<file path="src/rtl/i3c_pkg.sv">
// Shared types and default sizing for the I3C shared-bus fabric.
package i3c_pkg;

    typedef enum logic [1:0] {
        ARB_IDLE,
        ARB_OWNED,
        ARB_DRAIN
    } arb_state_e;

    localparam int DEF_N_AGENTS    = 6;
    localparam int DEF_N_CTRL      = 3;
    localparam int DEF_IDLE_CYCLES = 16;

    // Position of the lowest set bit; callers pass a one-hot vector.
    function automatic int onehot_idx(input logic [31:0] v);
        for (int i = 0; i < 32; i++) begin
            if (v[i]) return i;
        end
        return 0;
    endfunction

endpackage

</file>
<file path="src/rtl/i3c_rr_arbiter.sv">
// Combinational round-robin pick: first requester after rr_ptr, wrapping modulo N.
module i3c_rr_arbiter #(
    parameter  int N     = 3,
    localparam int PTR_W = (N > 1) ? $clog2(N) : 1
) (
    input  logic [N-1:0]     req,
    input  logic [PTR_W-1:0] rr_ptr,
    output logic [N-1:0]     grant,
    output logic             valid
);

    int idx;

    always_comb begin
        grant = '0;
        valid = 1'b0;
        idx   = 0;
        for (int k = 1; k <= N; k++) begin
            idx = (int'(rr_ptr) + k) % N;
            if (!valid && req[idx]) begin
                grant[idx] = 1'b1;
                valid      = 1'b1;
            end
        end
    end

endmodule

</file>
<file path="src/rtl/i3c_bus_fabric.sv">
// Shared SDA/SCL resolution, START/STOP detection, bus-free timing,
// arbitration-loss reporting and round-robin controller ownership.
module i3c_bus_fabric
    import i3c_pkg::*;
#(
    parameter int N_AGENTS    = DEF_N_AGENTS,
    parameter int N_CTRL      = DEF_N_CTRL,
    parameter int IDLE_CYCLES = DEF_IDLE_CYCLES
) (
    input  logic                clk,
    input  logic                reset_n,
    input  logic [N_AGENTS-1:0] sda_od_low,
    input  logic [N_AGENTS-1:0] sda_pp_en,
    input  logic [N_AGENTS-1:0] sda_pp_val,
    input  logic [N_AGENTS-1:0] scl_od_low,
    input  logic [N_AGENTS-1:0] scl_pp_en,
    input  logic [N_AGENTS-1:0] scl_pp_val,
    input  logic [N_AGENTS-1:0] tx_active,
    output logic                sda,
    output logic                scl,
    output logic                start_det,
    output logic                stop_det,
    output logic                bus_busy,
    output logic                bus_free,
    output logic                pp_conflict,
    output logic [N_AGENTS-1:0] arb_lost,
    input  logic [N_CTRL-1:0]   mst_req,
    output logic [N_CTRL-1:0]   mst_grant
);

    localparam int CNT_W = $clog2(IDLE_CYCLES + 1);
    localparam int PTR_W = (N_CTRL > 1) ? $clog2(N_CTRL) : 1;
    localparam logic [CNT_W-1:0] CNT_MAX = CNT_W'(IDLE_CYCLES);

    // Wired-AND bus: open-drain low dominates, push-pull drivers AND together, else pull-up.
    function automatic logic resolve_line(input logic [N_AGENTS-1:0] od,
                                          input logic [N_AGENTS-1:0] en,
                                          input logic [N_AGENTS-1:0] val);
        if (|od) return 1'b0;
        if (|en) return &(val | ~en);
        return 1'b1;
    endfunction

    function automatic logic line_conflict(input logic [N_AGENTS-1:0] od,
                                           input logic [N_AGENTS-1:0] en,
                                           input logic [N_AGENTS-1:0] val);
        logic drv_hi;
        logic drv_lo;
        drv_hi = |(en & val);
        drv_lo = |(en & ~val);
        return (drv_hi && drv_lo) || (drv_hi && |od);
    endfunction

    logic             sda_d1;
    logic             scl_d1;
    logic [CNT_W-1:0] idle_cnt;
    arb_state_e       state;
    logic [PTR_W-1:0] rr_ptr;
    logic [N_CTRL-1:0] win;
    logic             win_vld;
    logic             start_cond;
    logic             stop_cond;
    logic             scl_rise;
    logic [N_AGENTS-1:0] lose;

    assign start_cond = scl && scl_d1 && sda_d1 && !sda;
    assign stop_cond  = scl && scl_d1 && !sda_d1 && sda;
    assign scl_rise   = scl && !scl_d1;
    assign lose       = tx_active & ~sda_od_low & ~(sda_pp_en & ~sda_pp_val)
                      & {N_AGENTS{scl_rise && !sda}};
    assign bus_free   = (idle_cnt == CNT_MAX) && !bus_busy;

    i3c_rr_arbiter #(.N(N_CTRL)) u_arb (
        .req    (mst_req),
        .rr_ptr (rr_ptr),
        .grant  (win),
        .valid  (win_vld)
    );

    // Line resolution, condition detection and idle timing
    always_ff @(posedge clk or negedge reset_n) begin
        if (!reset_n) begin
            sda         <= 1'b1;
            scl         <= 1'b1;
            sda_d1      <= 1'b1;
            scl_d1      <= 1'b1;
            start_det   <= 1'b0;
            stop_det    <= 1'b0;
            bus_busy    <= 1'b0;
            pp_conflict <= 1'b0;
            arb_lost    <= '0;
            idle_cnt    <= '0;
        end else begin
            sda         <= resolve_line(sda_od_low, sda_pp_en, sda_pp_val);
            scl         <= resolve_line(scl_od_low, scl_pp_en, scl_pp_val);
            sda_d1      <= sda;
            scl_d1      <= scl;
            pp_conflict <= line_conflict(sda_od_low, sda_pp_en, sda_pp_val) ||
                           line_conflict(scl_od_low, scl_pp_en, scl_pp_val);
            start_det   <= start_cond;
            stop_det    <= stop_cond;
            arb_lost    <= lose;
            if (start_cond)     bus_busy <= 1'b1;
            else if (stop_cond) bus_busy <= 1'b0;
            if (!sda || !scl || bus_busy || start_det) idle_cnt <= '0;
            else if (idle_cnt != CNT_MAX)              idle_cnt <= idle_cnt + 1'b1;
        end
    end

    // Ownership FSM: a drop while the bus is busy must wait out STOP plus idle time
    always_ff @(posedge clk or negedge reset_n) begin
        if (!reset_n) begin
            state     <= ARB_IDLE;
            mst_grant <= '0;
            rr_ptr    <= PTR_W'(N_CTRL - 1);
        end else begin
            case (state)
                ARB_IDLE: begin
                    if (bus_free && win_vld) begin
                        mst_grant <= win;
                        rr_ptr    <= PTR_W'(onehot_idx(32'(win)));
                        state     <= ARB_OWNED;
                    end
                end
                ARB_OWNED: begin
                    if ((mst_req & mst_grant) == '0) begin
                        mst_grant <= '0;
                        state     <= bus_busy ? ARB_DRAIN : ARB_IDLE;
                    end
                end
                ARB_DRAIN: begin
                    mst_grant <= '0;
                    if (bus_free) state <= ARB_IDLE;
                end
                default: begin
                    mst_grant <= '0;
                    state     <= ARB_IDLE;
                end
            endcase
        end
    end

endmodule
</file>
<file path="config.mk">
export PLATFORM = sky130hd
export DESIGN_NAME = i3c_bus_fabric
export DESIGN_NICKNAME = d
export VERILOG_FILES = /design/src/rtl/i3c_pkg.sv /design/src/rtl/i3c_rr_arbiter.sv /design/src/rtl/i3c_bus_fabric.sv
export SDC_FILE = /design/constraint.sdc
export NUM_CORES = 1
export LEC_CHECK = 0
export CORE_ASPECT_RATIO = 0.5
export CORE_MARGIN = 5
export CORE_UTILIZATION = 50
export DETAILED_ROUTE_END_ITERATION = 6
export DONT_BUFFER_PORTS = 1
export SLEW_MARGIN = 20
export SYNTH_ARGS = -nofsm -noshare
export SYNTH_HDL_FRONTEND = slang
export SYNTH_SLANG_ARGS = --single-unit
</file>
<file path="constraint.sdc">
create_clock -name clk -period 3 [get_ports clk]
set_input_delay 0.45 -clock clk [delete_from_list [all_inputs] [get_ports clk]]
set_output_delay 0.45 -clock clk [all_outputs]
set_load 0.05 [all_outputs]
</file>
---- After elaboration in Yosys (flattened, before gate mapping) ----
Cells that the tools add are included.
W data, S select, Z words.
operators by class
  multiplexer cells ....................... 65
  bitwise logic cells ..................... 18
  divide/modulo/power cells ............... 3
  reduce and logical (&&, ||, !) cells .... 48
  order comparisons ....................... 6
  equality and inequality tests ........... 7
  add/subtract/negate cells ............... 4
operators with widths
  kind                     count
  $ge A32 B1 Y1 const B    3
  $lt A32 B4 Y1 const B    3
  $mod A32 B3 Y32 const B  3
  $reduce_or A6 Y1         8
  $and A6 B6 Y6            7
  $mux W1                  42
  $not A6 Y6               6
  $logic_and A1 B1 Y1      18
  $mux W2                  8
  $mux W3                  5
  $or A6 B6 Y6             2
  $reduce_and A6 Y1        2
  $mux W5                  2
  $logic_not A1 Y1         7
  $add A2 B2 Y3 const B    2
  $bmux W1 S2              3
  $demux W1 S2             3
  $logic_or A1 B1 Y1       6
  $ne A2 B2 Y1 const B     3
  $or A3 B3 Y3             2
  $pmux W2 S3              1
  $pmux W3 S2              1
  $add A5 B1 Y5 const B    1
  $eq A5 B5 Y1 const B     1
  other kinds (10)         12
word-level totals
  word-level logic and storage cells ...... 164
  bits in registers ....................... 26
  input port bits ......................... 47
  output and inout port bits .............. 16

---- Logic depth before layout (Yosys ltp) ----
  word-level depth ........................ 23
  mapped depth ............................ 8
  gate-level depth less buffers ........... 7

---- Cells and area by module ----
A second synthesis with hierarchy kept.
second synthesis, totals
  cell total of the unflattened synthesis .. 164
  area total of the unflattened synthesis .. 1,575.3 µm²
by module, submodules not included
  module          instances  cells each  area an instance (µm²)  sequential area each (µm²)
  i3c_bus_fabric  1          116         1,266.2                 656.9
  i3c_rr_arbiter  1          48          309.0                   0.0

---- Worst setup path after synthesis ----
Ideal clock, no wire load.
  path type ............................... register to register
  start point ............................. reg rr_ptr[1]
  end point ............................... reg mst_grant[2]
  setup time .............................. 0.118 ns
  path buffers ............................ 0
  setup slack ............................. 1.103 ns
  cell stages (with the launch flop) ...... 8
  arrival time ............................ 1.779 ns
  required time ........................... 2.882 ns
  clock period less this slack ............ 1.897 ns
  path through ............................ dfstp_2 > inv_1 > ha_1 > nor2_1 > o32ai_2 > o311ai_4 > inv_2 > a2bb2o_4
between the ends
  word-level cells in the longest chain between the ends .. 15
  elaborated cells between the ends (all ways) .. 47
  those cells by class .................... add/sub (3); div (3); order compare (6); eq/ne (1); mux (23); bitwise (2); reduce/logical (9)
RTL lines
  item                                                                      RTL line               text
  start, declared                                                           i3c_bus_fabric.sv:58   logic [PTR_W-1:0] rr_ptr;
  start signal, assigned                                                    i3c_bus_fabric.sv:115  rr_ptr <= PTR_W'(N_CTRL - 1);
  start signal, assigned                                                    i3c_bus_fabric.sv:121  rr_ptr <= PTR_W'(onehot_idx(32'(win)));
  parallel branches: the longest is 15 deep, another holds $mod A32 B3 Y32  --
  end signal, assigned                                                      i3c_bus_fabric.sv:120  mst_grant <= win;
  end, declared                                                             i3c_bus_fabric.sv:28   output logic [N_CTRL-1:0] mst_grant
Parallel ways; which one is timed is not known. The select of a mux whose other input is x is not followed.
A chain may end at the register's enable or synchronous reset.

---- Worst setup path in the final report ----
  start point ............................. reg rr_ptr[0]
  end point ............................... reg mst_grant[2]
Same word-level chain as after synthesis.

==> reports/results.txt <==
The run finished with clean final reports. The met2 track demand over resource came out at 0.273. The tools report the pin count of the biggest net entering global routing as 26.

After global routing the overflow that remains totals 0. The tree is rooted in a sky130_fd_sc_hd__clkbuf_8. The tools report the area after detailed placement as 0.00155 mm2. The multiplexer share of the synthesized area was 0.0310; the pin slew with the least headroom to its limit was 0.576 ns. The number of nets in the synthesized netlist is 208.

The Yosys step of the flow raised 0 warnings. The clock buffer count from CTS was 3; the clock input transition at the sequential cells of the worst setup and hold paths was 0.09 ns. The post-synthesis share of cell area spent on full adders, half adders and majority gates came out at 0.0489. The starting density of the core was 0.515.

For the aggregate global-route resource usage, the log shows 0.165. The count of inserted antenna diode cells came out at 0. The run gives 0.616 as the max-slew headroom at the worst pin. The run gives 0.00330 ns as the maximum clock skew at final layout. The tools report the number of max-slew violations in the final report as 0.

The area share of the largest cell type after synthesis came out at 0.343. The detailed-route vias per instance is 5.73. By area the synthesized netlist is led by sky130_fd_sc_hd__dfrtp_1 (34%), sky130_fd_sc_hd__dfstp_2 (8.6%), sky130_fd_sc_hd__ha_1 (4.9%), sky130_fd_sc_hd__inv_1 (4.9%), sky130_fd_sc_hd__nor2_1 (2.9%). The mean area per synthesized cell works out to 9.90 um2. For the critical path arrival, the log shows 2.44 ns.

Derived from the worst setup path, the maximum achievable clock frequency is 440 MHz. In the routed design, unresolved DRC markers number 0. The largest family of logic cells by synthesized area was compound AO/OA/AOI/OAI gates. The core utilization of the finished layout is 0.556, and the maximum ir drop on the vdd rail is 0.000292 V. The congestion estimate from routability-driven global placement came to 0.870. The run gives 2680 um as the detailed-placement wirelength estimate. Type of the tightest min-delay check: in2reg.

Most common flop cell mapped by yosys: sky130_fd_sc_hd__dfrtp_1. The finished cells cover 0.00166 mm2. The cell depth of the worst hold path is 3. The number of port buffers is 0, and the power density over the cells is 415 mW/mm2.

Leaving out fill and tap cells, the most frequent cells in the layout are sky130_fd_sc_hd__dfrtp_1 (21), sky130_fd_sc_hd__inv_1 (20), sky130_fd_sc_hd__nor2_1 (12). Number of global-route vias before repair: 1,239. The logs give 0.00434 mm2 for the floorplan die area and 4 for the total iterations of the first detailed-routing run.

The largest driver fanout on the critical path works out to 13. The number of instances resized during post-cts repair was 0. The tools report the sort of element at the start of the critical path as a register. Synthesis handed over a netlist of 155 instances. The number of clock sinks seen by CTS was 26. Relative to the synthesized area, the layout overhead comes to 7.91%. The core area is 0.00298 mm2. The share of synthesized flip-flops with an asynchronous set or reset was 1.00; the compound-gate portion of the synthesized area was 0.219. Setup repair after global routing left no endpoint under its margin. Across the run, the number of max-cap violations was 0. The total vias in the final route is 1,135, and the synthesized flop and latch total is 26. The first global-routing pass estimated 5580 um of wire.

The die span in y is 49.2 um. The leading cell type in the layout, fill and taps excluded was sky130_fd_sc_hd__dfrtp_1. Once placement completed, the tool counted placed cells totaling 192. The path depth of the worst reg2reg path works out to 7. Final cycle utilization of the critical path: 0.757. The logs give 0.0708 for the global routing usage on met3 and 1 for the deepest level of the CTS H-tree. The clock passes through at most 2 buffers. The share of the yosys chip area belonging to registers is 0.428, and the total setup violations reported at the end of the flow is 0. After floorplanning, the core was divided into 14 placement rows. The post-synthesis cell type count was 48; the fraction of the mapped netlist area in simple logic gates was 0.176. The number of hold violations in the final report was 0. The type of the setup path with the least slack was reg2reg. The minimum clock period after layout is 2.27 ns.

The final layout contains routed wiring with a total length of 3430 um. The number of antenna violations at the first check in global routing is 0. The required time at the endpoint of the critical path was 3.17 ns. The die width was 88.3 um. Dividing the detail-routed wire length by the instance count gives 17.3 um. The logs give 0 for the remaining antenna violation count and 198 for the final instance count without filler cells.

TritonCTS built the clock tree. Global-route met1 utilization: 0.198. The most congested layer reported by global routing is met2. In this run, the number of DRC markers left after iteration 0 of detailed routing was 47. The run gives 0.27 ns as the insertion delay of the later-clocked pin in the worst-skew pair. The leakage power figure came out at 0.717 nW. At the end of the flow, the number of nets in the layout was 212. Summed over all instances, the cell type with the most area after synthesis is sky130_fd_sc_hd__dfrtp_1. The share of cells above drive strength 1 is 0.139. The XOR/XNOR share of the synthesized area was 0.0228.

Summing every instance area after synthesis gives 0.00153 mm2. Count of flip-flops with a built-in enable after synthesis: 0. The endpoint kind of the worst setup timing path was a register. Adding up every negative setup slack in the final design gives 0 ns. I/O pin count: 63.
==> synth_stat cells (2+ instances only) <==
cell type                  count
sky130_fd_sc_hd__inv_2         2
sky130_fd_sc_hd__xor2_1        2
sky130_fd_sc_hd__a221oi_1      2
sky130_fd_sc_hd__buf_6         2
sky130_fd_sc_hd__nand2b_1      4
sky130_fd_sc_hd__nor2_1       12
sky130_fd_sc_hd__and3_1        7
sky130_fd_sc_hd__ha_1          6
sky130_fd_sc_hd__o21ai_2       2
sky130_fd_sc_hd__dfstp_2       5
sky130_fd_sc_hd__xnor2_1       2
sky130_fd_sc_hd__a21oi_1       8
sky130_fd_sc_hd__o22ai_1       3
sky130_fd_sc_hd__a222oi_1      2
sky130_fd_sc_hd__nand3b_1      4
sky130_fd_sc_hd__nand2_1       9
sky130_fd_sc_hd__mux2i_2       2
sky130_fd_sc_hd__mux2i_1       2
sky130_fd_sc_hd__a22oi_1       4
sky130_fd_sc_hd__nand3_1       2
sky130_fd_sc_hd__o31ai_1       2
sky130_fd_sc_hd__dfrtp_1      21
sky130_fd_sc_hd__o21ai_1       5
sky130_fd_sc_hd__inv_1        20
sky130_fd_sc_hd__nor3b_1       2
==> critical path: stages, from the launching register on <==
cell,delay (ns)
sky130_fd_sc_hd__dfrtp_1,0.41
sky130_fd_sc_hd__inv_1,0.08
sky130_fd_sc_hd__ha_1,0.52
sky130_fd_sc_hd__mux2i_2,0.30
sky130_fd_sc_hd__o32ai_2,0.15
sky130_fd_sc_hd__o311ai_4,0.42
sky130_fd_sc_hd__inv_2,0.08
sky130_fd_sc_hd__a2bb2o_4,0.21
==> sequential cells by signal, indices dropped and copies added (netlist names), 2 cells and up <==
signal	cells
arb_lost	6
mst_grant	3
idle_cnt	5
rr_ptr	2
state	2
==> where the power goes <==
group | total (mW) | switching, mW | internal (mW) | leakage [nW]
clock | 0.292 | 0.114 | 0.179 | 0.0357
combinational | 0.0418 | 0.0232 | 0.0186 | 0.346
sequential | 0.353 | 0.00222 | 0.351 | 0.335
==> logic make-up (layout without fill, tap and decap cells) <==
logic type	Yosys count	count (layout)
multiplexers	4	4
AND/OR/NAND/NOR	49	49
adder cells (fa/ha/maj)	6	6
XOR/XNOR	4	4
buffers and inverters	25	28
AO/OA/AOI/OAI	41	41
flip-flops	26	26
==> timing repair <==
action | in CTS | in global routing
endpoints found under the hold margin | 25 | 0
hold buffers | 2 | 0
buffers inserted | 0 | 0
==> cell type report <==
type / count / area [um2]
Clock buffer: 3 / 41.3
Multi-Input combinational cell: 104 / 764
Fill cell: 266 / 1320
Timing Repair Buffer: 2 / 30.0
Inverter: 22 / 82.6
Sequential cell: 26 / 657
Tap cell: 40 / 50.0
Clock inverter: 1 / 30.0
==> worst paths after layout <==
kind                       slack, ns           end          start
max                             0.73  mst_grant[2]      rr_ptr[0]
min                             0.31           sda  sda_od_low[4]
max reg2reg                     0.73  mst_grant[2]      rr_ptr[0]
min reg2reg                     0.51        sda_d1            sda
max in group asynchronous       2.10           scl        reset_n
min in group asynchronous       0.67     rr_ptr[1]        reset_n
==> metal layers <==
metal | vias to the layer above | routed length, um
met1 | 526 | 1450
met4 | 0 | 13
li1 | 557 | -
met3 | 3 | 343
met5 | - | 0
met2 | 49 | 1620
==> through the flow <==
stage	setup slack, ns	power [mW]	hold WS, ns
final	0.729	0.688	0.310
after global routing	0.618	0.716	0.306
after CTS	0.747	0.694	0.308
after detailed placement	0.765	0.391	0.155
after global placement	0.842	0.390	0.155
after floorplan	1.10	0.389	0.154
Note: power is estimated with default switching activity, not from simulation.
